[config.mk]
export PLATFORM = sky130hd
export DESIGN_NAME = edge_detect_multi_flat
export DESIGN_NICKNAME = d
export VERILOG_FILES = /design/src/rtl/edge_detect_multi_if.sv /design/src/rtl/edge_detect_multi.sv /design/src/flat_wrapper.sv
export SDC_FILE = /design/constraint.sdc
export NUM_CORES = 1
export LEC_CHECK = 0
export ABC_AREA = 1
export CAP_MARGIN = 15
export CORE_MARGIN = 2
export CORE_UTILIZATION = 44
export CTS_CLUSTER_DIAMETER = 30
export DETAILED_ROUTE_END_ITERATION = 8
export PLACE_DENSITY_LB_ADDON = 0.2
export SLEW_MARGIN = 10
export SYNTH_ARGS = -nofsm -noshare
export SYNTH_HDL_FRONTEND = slang
export SYNTH_SLANG_ARGS = --single-unit
[constraint.sdc]
create_clock -name clk -period 3 [get_ports clk]
set_input_delay 0.6 -clock clk [delete_from_list [all_inputs] [get_ports clk]]
set_output_delay 0.6 -clock clk [all_outputs]
set_load 0.01 [all_outputs]
[src/rtl/edge_detect_multi_if.sv]
// Signal bundle between board-level inputs and the multi-channel edge detector.
// Direction suffixes are from the detector's point of view.
interface edge_detect_multi_if #(
  parameter int CH    = 4,
  parameter int CNT_W = 8
);
  logic [CH-1:0]       in_i;
  logic [1:0]          mode_i;
  logic [CH-1:0]       clr_i;
  logic [CH-1:0]       level_o;
  logic [CH-1:0]       pulse_o;
  logic [CH-1:0]       flag_o;
  logic [CH*CNT_W-1:0] count_o;
  logic                irq_o;

  modport master (
    output in_i, mode_i, clr_i,
    input  level_o, pulse_o, flag_o, count_o, irq_o
  );

  modport slave (
    input  in_i, mode_i, clr_i,
    output level_o, pulse_o, flag_o, count_o, irq_o
  );
endinterface

[src/rtl/edge_detect_multi.sv]
// Multi-channel synchronise + debounce + edge detector with sticky flags,
// saturating event counters and a combined interrupt.
module edge_detect_multi #(
  parameter int CH          = 4,
  parameter int SYNC_STAGES = 2,
  parameter int DEB_CYCLES  = 4,
  parameter int CNT_W       = 8,
  parameter bit INIT        = 1'b1
) (
  input  logic                clk,
  input  logic                rst,
  edge_detect_multi_if.slave  bus
);

  localparam int               DEB_W    = (DEB_CYCLES > 1) ? $clog2(DEB_CYCLES) : 1;
  localparam logic [DEB_W-1:0] DEB_LAST = DEB_W'(DEB_CYCLES - 1);
  localparam logic [CNT_W-1:0] CNT_MAX  = '1;
  localparam int               TOP      = SYNC_STAGES - 1;

  logic [SYNC_STAGES-1:0] sync_q  [CH];
  logic [SYNC_STAGES-1:0] sync_d  [CH];
  logic [DEB_W-1:0]       deb_q   [CH];
  logic [DEB_W-1:0]       deb_d   [CH];
  logic [CNT_W-1:0]       count_q [CH];
  logic [CNT_W-1:0]       count_d [CH];
  logic [CH-1:0]          level_q, level_d;
  logic [CH-1:0]          pulse_q, pulse_d;
  logic [CH-1:0]          flag_q,  flag_d;

  always_comb begin
    // NOTE: every next-state variable gets a default before any branch, so no latch is inferred.
    for (int i = 0; i < CH; i++) begin
      sync_d[i]  = {sync_q[i][SYNC_STAGES-2:0], bus.in_i[i]};
      level_d[i] = level_q[i];
      deb_d[i]   = '0;
      pulse_d[i] = 1'b0;

      if (sync_q[i][TOP] != level_q[i]) begin
        if (deb_q[i] == DEB_LAST) begin
          level_d[i] = sync_q[i][TOP];
          // mode is looked at only on the accepting edge; bit 0 = rising, bit 1 = falling
          pulse_d[i] = sync_q[i][TOP] ? bus.mode_i[0] : bus.mode_i[1];
        end else begin
          deb_d[i] = deb_q[i] + DEB_W'(1);
        end
      end

      flag_d[i] = pulse_q[i] | (flag_q[i] & ~bus.clr_i[i]);

      if (bus.clr_i[i]) begin
        count_d[i] = pulse_q[i] ? CNT_W'(1) : '0;
      end else if (pulse_q[i] && (count_q[i] != CNT_MAX)) begin
        count_d[i] = count_q[i] + CNT_W'(1);
      end else begin
        count_d[i] = count_q[i];
      end
    end
  end

  // NOTE: the per-channel arrays are small registers, not RAM, so they are reset like any other state.
  always_ff @(posedge clk or posedge rst) begin
    if (rst) begin
      for (int i = 0; i < CH; i++) begin
        sync_q[i]  <= {SYNC_STAGES{INIT}};
        deb_q[i]   <= '0;
        count_q[i] <= '0;
      end
      level_q <= {CH{INIT}};
      pulse_q <= '0;
      flag_q  <= '0;
    end else begin
      // NOTE: sequential state uses non-blocking assignments only, so all flops see pre-edge values.
      for (int i = 0; i < CH; i++) begin
        sync_q[i]  <= sync_d[i];
        deb_q[i]   <= deb_d[i];
        count_q[i] <= count_d[i];
      end
      level_q <= level_d;
      pulse_q <= pulse_d;
      flag_q  <= flag_d;
    end
  end

  for (genvar g = 0; g < CH; g++) begin : g_count
    assign bus.count_o[g*CNT_W +: CNT_W] = count_q[g];
  end

  assign bus.level_o = level_q;
  assign bus.pulse_o = pulse_q;
  assign bus.flag_o  = flag_q;
  assign bus.irq_o   = |flag_q;

endmodule

[src/flat_wrapper.sv]
// flat-port wrapper written by rule: the top's interface ports become plain ports
module edge_detect_multi_flat 
#(
  parameter int CH          = 4,
  parameter int SYNC_STAGES = 2,
  parameter int DEB_CYCLES  = 4,
  parameter int CNT_W       = 8,
  parameter bit INIT        = 1'b1
)
  (clk, rst, bus_in_i, bus_mode_i, bus_clr_i, bus_level_o, bus_pulse_o, bus_flag_o, bus_count_o, bus_irq_o);
  edge_detect_multi_if #(.CH(CH), .CNT_W(CNT_W)) bus_i ();
  input  logic clk;
  input  logic rst;
  input wire logic [$bits(bus_i.in_i)-1:0] bus_in_i;
  input wire logic [$bits(bus_i.mode_i)-1:0] bus_mode_i;
  input wire logic [$bits(bus_i.clr_i)-1:0] bus_clr_i;
  output wire logic [$bits(bus_i.level_o)-1:0] bus_level_o;
  output wire logic [$bits(bus_i.pulse_o)-1:0] bus_pulse_o;
  output wire logic [$bits(bus_i.flag_o)-1:0] bus_flag_o;
  output wire logic [$bits(bus_i.count_o)-1:0] bus_count_o;
  output wire logic [$bits(bus_i.irq_o)-1:0] bus_irq_o;
  assign bus_i.in_i = bus_in_i;
  assign bus_i.mode_i = bus_mode_i;
  assign bus_i.clr_i = bus_clr_i;
  assign bus_level_o = bus_i.level_o;
  assign bus_pulse_o = bus_i.pulse_o;
  assign bus_flag_o = bus_i.flag_o;
  assign bus_count_o = bus_i.count_o;
  assign bus_irq_o = bus_i.irq_o;
  edge_detect_multi #(.CH(CH), .SYNC_STAGES(SYNC_STAGES), .DEB_CYCLES(DEB_CYCLES), .CNT_W(CNT_W), .INIT(INIT)) u_core (.clk(clk), .rst(rst), .bus(bus_i));
endmodule
======== After elaboration in Yosys (flattened, before gate mapping) ========
Index checks and enable logic that the tools add are counted.
storage, ports and cells
  register bits after elaboration ......... 60
  input port bits ......................... 12
  output and inout bits ................... 45
  word-level logic and storage cells ...... 95
cells by class
  $add $sub $neg .......................... 8
  eq/ne operators ......................... 12
  muxes and demuxes ....................... 32
  bitwise logic cells ..................... 12
  reductions and logical operators ........ 13
operators with widths
  cell                                          number
  2-to-1 mux 8 bit                              8
  adder 8 x 1 -> 8 bit, second input constant   4
  inequality test 8 bit, second input constant  4
  2-to-1 mux 1 bit                              16
  2-to-1 mux 2 bit                              8
  adder 2 x 1 -> 2 bit, second input constant   4
  equality test 2 bit, second input constant    4
  AND reduction 2 bit                           4
  nonzero test 2 bit                            4
  bitwise AND 1 bit                             4
  logical AND 1 bit                             4
  inequality test 1 bit                         4
  inverter 1 bit                                4
  OR 1 bit                                      4
  OR reduction 4 bit                            1

======== Depth between registers and ports, before layout ========
  word-level depth ........................ 4
  gate-level depth with buffers ........... 9
  depth with buffers taken out ............ 9

======== Worst setup path after synthesis ========
Ideal clock, no wire load.
  path type ............................... reg-to-reg
  start point ............................. register u_core.count_q, in the netlist u_core.bus.count_o[24]
  end point ............................... register u_core.count_q, in the netlist u_core.bus.count_o[31]
  setup time .............................. 113 ps
  arrival ................................. 1209 ps
  data required time ...................... 2887 ps
  slack ................................... 1678 ps
  stages on the path, launching flop included .. 8
  path buffers ............................ 0
  period minus slack after synthesis ...... 1322 ps
  cell sequence ........................... dfrtp_1 > ha_1 > nand2_2 > nor2_2 > a21oi_1 > nand3_1 > nand2_1 > inv_1
on the way
  word-level cells in the longest chain between the ends .. 3
  elaborated cells between the ends (all ways) .. 6
  classes of those cells .................. add/sub (1); eq/ne (1); mux (2); reduce/logical (2)
RTL lines
  element                                                        RTL line                                          RTL
  start, declared                                                edge_detect_multi.sv:24                           logic [CNT_W-1:0] count_q [CH];
  start signal, assigned by index                                edge_detect_multi.sv:76                           count_q[i] <= count_d[i];
  adder 8 x 1 -> 8 bit or inequality test 8 bit (tied branches)  edge_detect_multi.sv:53, edge_detect_multi.sv:52
  2-to-1 mux 8 bit or logical AND 1 bit (tied branches)          edge_detect_multi.sv:52                           end else if (pulse_q[i] && (count_q[i] != CNT_MAX)) begin
  2-to-1 mux 8 bit or nonzero test 2 bit (tied branches)         -
Several ways; a longest one is shown, not always the timed one. The select of a mux whose other input is x is not followed.
A chain may end at the register's enable or synchronous reset.

======== Final worst setup path ========
  start point ............................. register u_core.level_q[1] (netlist: u_core.bus.level_o[1])
  end point ............................... output bus_level_o[1]
RTL lines
  element                 RTL line                 RTL
  start, declared         edge_detect_multi.sv:26  logic [CH-1:0] level_q, level_d;
  start signal, assigned  edge_detect_multi.sv:68  level_q <= {CH{INIT}};
  start signal, assigned  edge_detect_multi.sv:78  level_q <= level_d;
  end, declared           flat_wrapper.sv:17       output wire logic [$bits(bus_i.level_o)-1:0] bus_level_o;
No word-level cell between the ends.

==> impl_metrics.xml <==
<?xml version="1.0" encoding="UTF-8"?>
<metrics>
  <group name="synth">
    <metric name="syn_area" unit="sq um">3130</metric>
    <metric name="yosys.area_share.adder" unit="">0.0320</metric>
    <metric name="fraction_of_the_mapped_netlist_area_in_simple_logic_gates" unit="">0.334</metric>
    <metric name="synth_top_family_by_area" unit="">simple AND/OR/NAND/NOR gates</metric>
    <metric name="yosysWarningCount" unit="">0</metric>
    <metric name="synth.area.top_cells" unit="">sky130_fd_sc_hd__dfrtp_1 (38%), sky130_fd_sc_hd__nand2_1 (12%), sky130_fd_sc_hd__dfstp_2 (10%)</metric>
    <metric name="postSynthAreaPerCell" unit="sq um">7.92</metric>
    <metric name="syn_inst" unit="">395</metric>
    <metric name="yosys.area_share.xor_xnor" unit="">0</metric>
    <metric name="yosys_register_bits" unit="">60</metric>
    <metric name="synth_top_cell_by_area" unit="">sky130_fd_sc_hd__dfrtp_1</metric>
    <metric name="synth-compound-area-share" unit="">0.0788</metric>
    <metric name="synthesis.nets" unit="">415</metric>
    <metric name="synth.yosys.seq_area_share" unit="">0.485</metric>
    <metric name="post-synth-top-area-fraction" unit="">0.384</metric>
    <metric name="netlist-cell-type-count" unit="">22</metric>
    <metric name="synthMuxAreaShare" unit="">0</metric>
  </group>
  <group name="power_and_ir_drop">
    <metric name="cellLeakagePower" unit="nW">1.80</metric>
    <metric name="netSwitchingPower" unit="W">0.000608</metric>
    <metric name="pwr-share-comb" unit="">0.203</metric>
    <metric name="sw_frac_of_total" unit="">0.295</metric>
    <metric name="irDropWorstVdd" unit="uV">348</metric>
    <metric name="power.density_cell_area" unit="nW/um^2">514</metric>
    <metric name="p_seq_frac" unit="">0.491</metric>
    <metric name="power_report.internal_total" unit="W">0.00145</metric>
    <metric name="fraction_of_power_consumed_by_the_clock_network" unit="">0.306</metric>
  </group>
  <group name="grt">
    <metric name="track_usage" unit="">0.185</metric>
    <metric name="number_of_antenna_violations_at_the_first_check_in_global_routing" unit="">0</metric>
    <metric name="first_pass_grt_wire_length" unit="mm">11.4</metric>
    <metric name="number_of_global_route_vias_before_repair" unit="">2598</metric>
    <metric name="pin_count_of_the_biggest_net_entering_global_routing" unit="">36</metric>
    <metric name="gr-total-overflow" unit="">0</metric>
  </group>
  <group name="drt">
    <metric name="drc" unit="">0</metric>
    <metric name="first_iter_violations" unit="">97</metric>
    <metric name="viasPerCell" unit="">4.82</metric>
    <metric name="routed_wire_length_per_instance" unit="um">11.8</metric>
    <metric name="num_vias" unit="">2720</metric>
    <metric name="dr.pass1.iters" unit="">4</metric>
    <metric name="postRouteAntennaNets" unit="">0</metric>
    <metric name="drt-total-wl" unit="mm">6.65</metric>
  </group>
  <group name="floorplan">
    <metric name="start_util" unit="">0.458</metric>
    <metric name="std_cell_rows" unit="">30</metric>
    <metric name="ios" unit="">57</metric>
    <metric name="chipWidth" unit="um">88.3</metric>
    <metric name="chipHeight" unit="um">88.3</metric>
    <metric name="die_area" unit="sq um">7800</metric>
    <metric name="core_region_area" unit="sq um">6830</metric>
  </group>
  <group name="place">
    <metric name="detailed_place_hpwl" unit="mm">4.95</metric>
    <metric name="gp_routability_congestion" unit="">0.887</metric>
    <metric name="port_buffers" unit="">56</metric>
  </group>
  <group name="setup_path">
    <metric name="cp-end-kind" unit="">primary output</metric>
    <metric name="worstSetupStartpoint" unit="">u_core.bus.level_o[1]$_DFFE_PP1P_</metric>
    <metric name="cp.buffers_inverters" unit="">1</metric>
    <metric name="data_required_time_at_the_worst_endpoint" unit="ns">2.40</metric>
    <metric name="reg2reg_setup_slack" unit="ns">1.48</metric>
    <metric name="critical-path-slowest-cell" unit="">sky130_fd_sc_hd__dfstp_2</metric>
    <metric name="worstReg2RegStart" unit="">u_core.bus.count_o[0]$_DFFE_PP0P_</metric>
    <metric name="path_cells" unit="">clkdlybuf4s50_1</metric>
    <metric name="type_of_the_worst_setup_path" unit="">flip-flop to primary output</metric>
    <metric name="timing.critical_path.arrival" unit="ns">1.42</metric>
    <metric name="crit_fanout" unit="">3</metric>
    <metric name="setup.worst_path.start_class" unit="">flip-flop</metric>
    <metric name="cp_top_family" unit="">flip-flops</metric>
    <metric name="slowest_delay" unit="ns">0.55</metric>
  </group>
  <group name="timing">
    <metric name="tns" unit="ns">0</metric>
    <metric name="report.final.hold_viol_count" unit="">0</metric>
    <metric name="period_needed" unit="ns">2.02</metric>
    <metric name="crit_share_post_route" unit="">0.672</metric>
    <metric name="final_max_slew_viol_count" unit="">0</metric>
    <metric name="setup_viol" unit="">0</metric>
    <metric name="timing_worst_slew_pin_value" unit="ns">0.549</metric>
    <metric name="max_slew_margin" unit="">0.633</metric>
    <metric name="grt_setup_unrepaired" unit="">no</metric>
    <metric name="max_freq" unit="GHz">0.496</metric>
    <metric name="clock-skew-final" unit="ns">0.00918</metric>
  </group>
  <group name="cells_and_area">
    <metric name="areaGrowthSynthToFinish" unit="%">27.9</metric>
    <metric name="fraction_of_layout_cells_with_a_size_suffix_above_1" unit="">0.132</metric>
    <metric name="n_antenna_cell" unit="">0</metric>
    <metric name="design.final.nets" unit="">483</metric>
    <metric name="post-route-util" unit="">0.585</metric>
  </group>
  <group name="clock_tree">
    <metric name="clk_pin_slew_worst_paths" unit="ns">0.07</metric>
    <metric name="clock_tree.htree_level_count" unit="">3</metric>
    <metric name="numClockSinks" unit="">60</metric>
    <metric name="cts_setup_buffers" unit="">0</metric>
    <metric name="tritoncts.num_buffers" unit="">9</metric>
    <metric name="clockRootBuffer" unit="">sky130_fd_sc_hd__clkbuf_8</metric>
    <metric name="ctsResizeCount" unit="">0</metric>
    <metric name="insertion_delay" unit="ns">0.32</metric>
    <metric name="cts_hold_buf" unit="">0</metric>
    <metric name="cts_tree" unit="">done</metric>
    <metric name="clock_tree.buffer_depth" unit="">2</metric>
  </group>
  <group name="worst_hold_path">
    <metric name="min_path_type" unit="">flip-flop to flip-flop</metric>
    <metric name="hp-start" unit="">u_core.sync_d[7]$_DFF_PP1_</metric>
  </group>
  <group name="run">
    <metric name="maxCapViolations" unit="">0</metric>
  </group>
  <group name="run_status">
    <metric name="run_status" unit="">finished clean</metric>
  </group>
</metrics>
## registers in the layout, indices dropped and copies added (netlist names)
name,count
u_core.bus.pulse_o,4
u_core.sync_q,4
u_core.sync_d,4
u_core.deb_q,8
u_core.bus.level_o,4
u_core.bus.count_o,32
u_core.bus.flag_o,4
## per-layer routing
| metal | GRT usage | share of wire |
|---|---|---|
| met3 | 0.0392 | 0.042 |
| met5 | 0 | 0 |
| met1 | 0.243 | 0.47 |
| met4 | 0.0716 | 0.0050 |
| met2 | 0.301 | 0.48 |
## power by group through the flow
stage	clock network (W)	registers, W	logic, W
floorplan	0	0.00103	0.000212
global placement	0	0.00102	0.000411
detailed placement	0	0.00102	0.000424
CTS	0.000657	0.00101	0.000423
global route	0.000694	0.00102	0.000478
finish	0.000630	0.00101	0.000418
## cells in the final DEF, fill, tap and decap left out
cell type / n
sky130_fd_sc_hd__a21oi_2: 5
sky130_fd_sc_hd__or2_2: 1
sky130_fd_sc_hd__nand2_4: 5
sky130_fd_sc_hd__nor2_2: 5
sky130_fd_sc_hd__dfrtp_1: 48
sky130_fd_sc_hd__a21boi_0: 4
sky130_fd_sc_hd__nor3_1: 7
sky130_fd_sc_hd__dfstp_2: 12
sky130_fd_sc_hd__nand3_1: 52
sky130_fd_sc_hd__nand2_1: 96
sky130_fd_sc_hd__o21bai_1: 7
sky130_fd_sc_hd__ha_1: 8
sky130_fd_sc_hd__a21oi_1: 14
sky130_fd_sc_hd__clkbuf_8: 10
sky130_fd_sc_hd__clkdlybuf4s50_1: 56
sky130_fd_sc_hd__inv_2: 1
sky130_fd_sc_hd__inv_4: 1
sky130_fd_sc_hd__nor2_1: 48
sky130_fd_sc_hd__inv_1: 50
sky130_fd_sc_hd__buf_12: 1
sky130_fd_sc_hd__o21ai_0: 10
sky130_fd_sc_hd__nor2_4: 3
sky130_fd_sc_hd__clkinv_2: 4
sky130_fd_sc_hd__clkinv_1: 3
sky130_fd_sc_hd__clkbuf_1: 2
sky130_fd_sc_hd__clkinvlp_4: 2
sky130_fd_sc_hd__nand2_2: 12
sky130_fd_sc_hd__nand4_1: 1
## path summary, 6_finish.rpt
check | cells after the start | end
worst max-delay path | 1 | bus_level_o[1]
worst min-delay path | 0 | u_core.sync_q[7]$_DFF_PP1_
worst max register to register | 7 | u_core.bus.count_o[7]$_DFFE_PP0P_
worst min register to register | 0 | u_core.sync_q[7]$_DFF_PP1_
max in group asynchronous | 3 | u_core.bus.level_o[1]$_DFFE_PP1P_
min in group asynchronous | 2 | u_core.bus.count_o[29]$_DFFE_PP0P_
## per-stage QoR
step           cell area [sq um]  power (W)  setup WS [ns]  cells  hold WS (ns)
2_1_floorplan               3130    0.00124          0.935    395         0.345
3_3_place_gp                3830    0.00143           1.16    548         0.346
3_5_place_dp                3830    0.00145           1.15    548         0.347
4_1_cts                     4000    0.00209          0.958    564         0.352
5_1_grt                     4000    0.00219          0.938    564         0.354
6_report                    4000    0.00206          0.983    564         0.348
## area by class of cell
cell class	instances	area (sq um)
clock buffers	12	145
repair buffers	57	581
well taps	96	120
flip-flops and latches	60	1520
fillers	646	2830
multi-input cells	278	1390
clock inverters	4	25.0
inverters	57	219
## Yosys cell counts
| cell type | n |
|---|---|
| sky130_fd_sc_hd__nand2_1 | 96 |
| sky130_fd_sc_hd__nand3_1 | 52 |
| sky130_fd_sc_hd__inv_1 | 51 |
| sky130_fd_sc_hd__dfrtp_1 | 48 |
| sky130_fd_sc_hd__nor2_1 | 48 |
| sky130_fd_sc_hd__a21oi_1 | 14 |
| sky130_fd_sc_hd__dfstp_2 | 12 |
| sky130_fd_sc_hd__nand2_2 | 12 |
| sky130_fd_sc_hd__o21ai_0 | 10 |
| sky130_fd_sc_hd__ha_1 | 8 |
| sky130_fd_sc_hd__nor3_1 | 7 |
| sky130_fd_sc_hd__o21bai_1 | 7 |
| sky130_fd_sc_hd__a21oi_2 | 5 |
| sky130_fd_sc_hd__nand2_4 | 5 |
| sky130_fd_sc_hd__nor2_2 | 5 |
| sky130_fd_sc_hd__a21boi_0 | 4 |
| sky130_fd_sc_hd__clkinv_1 | 3 |
| sky130_fd_sc_hd__nor2_4 | 3 |
| sky130_fd_sc_hd__clkinv_2 | 2 |
| sky130_fd_sc_hd__inv_4 | 1 |
| sky130_fd_sc_hd__nand4_1 | 1 |
| sky130_fd_sc_hd__or2_2 | 1 |
## logic make-up after synthesis
logic type | after synthesis
AO/OA/AOI/OAI | 40
adder cells (fa/ha/maj) | 8
buffers and inverters | 57
flip-flops | 60
AND/OR/NAND/NOR | 230
Note: power is estimated with default switching activity, not from simulation.
